File: config.mk
export PLATFORM = sky130hd
export DESIGN_NAME = output_collector
export DESIGN_NICKNAME = d
export VERILOG_FILES = /design/src/rtl/output_collector.sv
export SDC_FILE = /design/constraint.sdc
export NUM_CORES = 1
export LEC_CHECK = 0
export ABC_AREA = 1
export CAP_MARGIN = 20
export CORE_MARGIN = 4
export CORE_UTILIZATION = 45
export DETAILED_ROUTE_END_ITERATION = 7
export PLACE_DENSITY = 0.63
export SYNTH_ARGS = -nofsm -noshare
export SYNTH_HDL_FRONTEND = slang
export SYNTH_SLANG_ARGS = --single-unit
File: constraint.sdc
create_clock -name clk -period 4 [get_ports clk]
set_input_delay 0.8 -clock clk [delete_from_list [all_inputs] [get_ports clk]]
set_output_delay 0.8 -clock clk [all_outputs]
set_load 0.01 [all_outputs]
File: src/rtl/output_collector.sv
// Bottom-edge collector for the systolic array: de-skews per-column results into
// complete rows and buffers them in a DEPTH-row FIFO drained over valid/ready.
module output_collector #(
  parameter int MATRIX_SIZE = 2,
  parameter int DATA_SIZE   = 32,
  parameter int DEPTH       = 4
) (
  input  logic                                  clk,
  input  logic                                  reset,
  input  logic                                  enable,
  input  logic                                  in_valid,
  input  logic [MATRIX_SIZE-1:0][DATA_SIZE-1:0] data_in,
  output logic [MATRIX_SIZE-1:0][DATA_SIZE-1:0] out_data,
  output logic                                  out_valid,
  input  logic                                  out_ready,
  output logic [$clog2(DEPTH):0]                count,
  output logic                                  overflow
);

  localparam int AW = $clog2(DEPTH);
  localparam int CW = AW + 1;
  localparam logic [CW-1:0] FULL_COUNT = CW'(DEPTH);

  typedef logic [MATRIX_SIZE-1:0][DATA_SIZE-1:0] row_t;

  row_t aligned;
  logic aligned_valid;

  // Valid token ages alongside the data; it reaches the end when all columns line up.
  if (MATRIX_SIZE == 1) begin : g_noskew
    assign aligned_valid = in_valid;
  end else begin : g_skew
    logic [MATRIX_SIZE-2:0] vpipe;

    always_ff @(posedge clk or negedge reset) begin
      if (!reset) begin
        vpipe <= '0;
      end else if (!enable) begin
        vpipe <= '0;
      end else begin
        vpipe[0] <= in_valid;
        for (int unsigned k = 1; k < MATRIX_SIZE - 1; k++) begin
          vpipe[k] <= vpipe[k-1];
        end
      end
    end

    assign aligned_valid = vpipe[MATRIX_SIZE-2];
  end

  // Column j is late by j cycles, so it needs MATRIX_SIZE-1-j stages of delay.
  for (genvar j = 0; j < MATRIX_SIZE; j++) begin : g_col
    if (j == MATRIX_SIZE - 1) begin : g_direct
      assign aligned[j] = data_in[j];
    end else begin : g_dly
      logic [DATA_SIZE-1:0] dly [MATRIX_SIZE-1-j];

      always_ff @(posedge clk or negedge reset) begin
        if (!reset) begin
          for (int unsigned k = 0; k < MATRIX_SIZE - 1 - j; k++) dly[k] <= '0;
        end else if (!enable) begin
          for (int unsigned k = 0; k < MATRIX_SIZE - 1 - j; k++) dly[k] <= '0;
        end else begin
          dly[0] <= data_in[j];
          for (int unsigned k = 1; k < MATRIX_SIZE - 1 - j; k++) begin
            dly[k] <= dly[k-1];
          end
        end
      end

      assign aligned[j] = dly[MATRIX_SIZE-2-j];
    end
  end

  row_t          mem [DEPTH];
  logic [AW-1:0] wr_ptr;
  logic [AW-1:0] rd_ptr;
  logic          push;
  logic          pop;
  logic          full;
  logic [CW-1:0] count_next;

  always_comb begin
    pop        = out_valid && out_ready;
    full       = (count == FULL_COUNT);
    // A full FIFO still accepts a row when the head leaves in the same cycle.
    push       = aligned_valid && (!full || pop);
    count_next = count;
    if (push && !pop) count_next = count + CW'(1);
    else if (pop && !push) count_next = count - CW'(1);
  end

  always_ff @(posedge clk or negedge reset) begin
    if (!reset) begin
      for (int unsigned i = 0; i < DEPTH; i++) mem[i] <= '0;
      wr_ptr    <= '0;
      rd_ptr    <= '0;
      count     <= '0;
      out_valid <= 1'b0;
      overflow  <= 1'b0;
    end else if (!enable) begin
      for (int unsigned i = 0; i < DEPTH; i++) mem[i] <= '0;
      wr_ptr    <= '0;
      rd_ptr    <= '0;
      count     <= '0;
      out_valid <= 1'b0;
      overflow  <= 1'b0;
    end else begin
      if (push) begin
        mem[wr_ptr] <= aligned;
        wr_ptr      <= wr_ptr + AW'(1);
      end
      if (pop) rd_ptr <= rd_ptr + AW'(1);
      if (aligned_valid && !push) overflow <= 1'b1;
      count     <= count_next;
      out_valid <= (count_next != '0);
    end
  end

  always_comb begin
    out_data = '0;
    if (out_valid) out_data = mem[rd_ptr];
  end

endmodule

==> metrics <==
result of the run=finished clean; Congestion Overflow GR=0; cell at the root of the clock tree=sky130_fd_sc_hd__clkbuf_16; Final Core Density=a little over half; Critical Setup Path Class=reg -> out; max-slew headroom at the worst pin=between 20% and 30%; flip-flop and latch count after synthesis=298; count of max-cap constraint violations=0; pin count of the biggest net entering global routing=between 100 and 150; length in cells of the worst reg-to-reg path=9; layout cell share with drive strength beyond 1=between 20% and 30%; Area growth, synth to finish=16.0%; Max VDD drop=~0.24 mV; Sink Count=298; DRC violation count after routing=0; count of TritonRoute iterations in the first routing pass=5; Final Setup Violations=0; I/O pins=about 140; Setup TNS Final=0 ns; die outline width=around 190 um; global-route wire length before repair=around 66000 um; sequential element share of the synthesized area=between 40% and 50%; Fillers=around 3200; CTS tree=yes; worst setup path startpoint=rd_ptr[0]; critical path's most frequent cell=sky130_fd_sc_hd__nor2_1; Clk Latency, worst-skew pair=about 0.51 ns; share of flip-flops with an asynchronous set or reset after synthesis=100%; ordered cell list for the critical path=buf_12 > nor2_1 > nor2_1 > o21ai_0 > a21oi_1 > clkdlybuf4s50_1; area used by multi-input combinational logic=approximately 6600 sq um; routed wire length per instance=16.3 um; launch instance of the worst register-to-register path=count[0]; arrival time of the worst setup path=between 2 and 3 ns; Mapped Nets=approximately 2000; clock-pin slew of the registers on the worst-case setup and hold paths=about 0.060 ns; met3 track utilization from global routing=3.08%; number of flops mapped to enable cells by yosys=0; starting density of the core=45.7%; delay of the slowest critical-path stage=between 0.6 and 0.7 ns; hold-fix buffers at CTS=0; Largest delay share family, worst path=buffers and inverters; worst reg2reg setup slack=1.53 ns; number of antenna violations at the first check in global routing=1; aggregate global-route resource usage=22.0%; Synth Area per Inst=approximately 8 sq um; RSZ-0062 raised after global routing=no; Std-Cell Core Area=about 34000 sq um; buffers and inverters on the worst path=2; via/cell ratio=slightly below 5; worst clock skew=between 0.01 and 0.015 ns; final period utilization=90.4%; maximum clock rate=approximately 0.28 GHz; via count of the first global-routing pass=about 12000; initial drt markers=around 670; number of setup buffers added after CTS=0; transition time at the pin with the least slew margin=between 1 and 1.5 ns; busiest metal layer after global routing=met2; GPL Wtd Cong=~0.8; HP Class=in -> async; Critical Path Stages=6; routed via count=around 12000; static power due to leakage=9.34 nW; sequential cell area=7460 sq um; number of buffer cells added on primary ports=around 140; total clock buffers created by CTS=36; Critical-path top delay cell=sky130_fd_sc_hd__clkdlybuf4s50_1; number of placement rows=67; hold violation count in the final report=0; Resized Gates After CTS=0; leading cell type in the layout, fill and taps excluded=sky130_fd_sc_hd__nand2_1; overall routed net length=roughly 40000 um; fraction of met2 tracks used by global routing=a little over a third; endpoint of the worst setup timing path=out_data[22]; total die area=between 30000 and 40000 sq um; diode count=0; most frequently used flop master after synthesis=sky130_fd_sc_hd__dfrtp_1; highest net fanout along the worst path=129; Final Max Slew Viols=0; Final nets=a little over 2000; met1 global-route usage=between 30% and 40%; library cells used by synthesis=25; synthesized cell area=approximately 15000 sq um; CTS max path bufs=3; Critical Path Start Type=register; number of instances in the synthesized netlist=approximately 1900; Crit path required time=3.20 ns; power per cell area=457 nW/um^2; CP Capture Type=output port; Die Y-Extent=about 190 um; HPWL after DPL=22600 um; terminus of the critical flop-to-flop path=mem[217]; Synthesis Warnings=0; number of H-tree levels=2; post-route antenna net violation count=0; shortest period the worst path allows=3.62 ns; top library cells by usage in the layout, fill and taps aside=sky130_fd_sc_hd__nand2_1, sky130_fd_sc_hd__nand2_2, sky130_fd_sc_hd__dfrtp_1, sky130_fd_sc_hd__nor2_1, sky130_fd_sc_hd__clkdlybuf4s50_1
state kept, by name, indices dropped and copies added (netlist names):
signal	flops
overflow	1
aligned_valid	1
wr_ptr	2
mem	256
rd_ptr	2
g_col.g_dly.dly	32
out_valid	1
count	3
worst min path at each step:
| stage | from | end |
|---|---|---|
| finish | reset | mem[40] |
| detailed placement | mem[32] | mem[32] |
| global route | reset | mem[104] |
| global placement | mem[33] | mem[33] |
| CTS | reset | mem[40] |
| floorplan | mem[159] | mem[159] |
where the power goes:
part | total, mW | internal, mW | switching [mW]
Combinational | 1.81 | 0.653 | 1.16
Sequential | 3.21 | 3.13 | 0.0796
Clock | 3.12 | 1.89 | 1.23
Total | 8.14 | 5.67 | 2.47
cells by family after synthesis:
group,synth area share (%)
and+or+nand+nor,35.6
DFF,48.5
buffers and inverters,8.84
AOI/OAI and AO/OA,6.46
adders and majority gates,0.569
final cells by class:
class / instances / share of cell area [%]
clock buffer: 56 / 5.98
clock inverter: 5 / 0.323
inverter: 117 / 2.48
multi-input combinational: 1372 / 36.8
sequential: 298 / 41.8
tap: 448 / 3.14
timing repair buffer: 168 / 9.43
per-layer routing:
layer | vias up | part of all wire (%) | routed length (um)
met5 | - | 0.037 | 15
met4 | 2 | 1.9 | 760
met3 | 57 | 4.8 | 1920
met2 | 256 | 47 | 18700
met1 | 5801 | 47 | 18700
li1 | 5932 | - | -
synth_stat cells, types with 2 or more instances:
master	n	area share, %
sky130_fd_sc_hd__clkbuf_1	25	0.61
sky130_fd_sc_hd__dfrtp_1	298	48
sky130_fd_sc_hd__buf_6	15	1.1
sky130_fd_sc_hd__buf_1	12	0.29
sky130_fd_sc_hd__nand2_2	361	15
sky130_fd_sc_hd__nor2_8	8	1.0
sky130_fd_sc_hd__inv_2	2	0.049
sky130_fd_sc_hd__nor2_1	264	6.4
sky130_fd_sc_hd__buf_2	28	0.91
sky130_fd_sc_hd__inv_1	114	2.8
sky130_fd_sc_hd__buf_4	12	0.59
sky130_fd_sc_hd__nand3_2	3	0.20
sky130_fd_sc_hd__a21oi_1	66	2.1
sky130_fd_sc_hd__nand3_1	13	0.42
sky130_fd_sc_hd__o21ai_0	131	4.3
sky130_fd_sc_hd__ha_1	7	0.57
sky130_fd_sc_hd__nand2_1	515	13
sky130_fd_sc_hd__buf_12	18	2.3
worst register-to-register path: stages, from the launching register on:
cell,delay (ns)
sky130_fd_sc_hd__dfrtp_1,0.40
sky130_fd_sc_hd__inv_1,0.13
sky130_fd_sc_hd__ha_1,0.23
sky130_fd_sc_hd__nand3_4,0.12
sky130_fd_sc_hd__nand2_8,0.16
sky130_fd_sc_hd__nor2_8,0.05
sky130_fd_sc_hd__nor2_8,0.74
sky130_fd_sc_hd__buf_4,0.44
sky130_fd_sc_hd__nand2_2,0.08
sky130_fd_sc_hd__nand2_2,0.05
per-stage QoR:
stage	std cells	hold WS [ns]	setup WS, ns	instance area [sq um]	total power [mW]
after CTS	2464	0.304	0.402	17800	8.25
final	2464	0.289	0.385	17800	8.14
after detailed placement	2403	0.458	0.852	16700	5.09
after global routing	2464	0.331	0.243	17800	8.54
after floorplan	1899	0.437	1.95	15400	4.35
after global placement	2403	0.450	0.879	16700	5.08
Note: power is estimated with default switching activity, not from simulation.
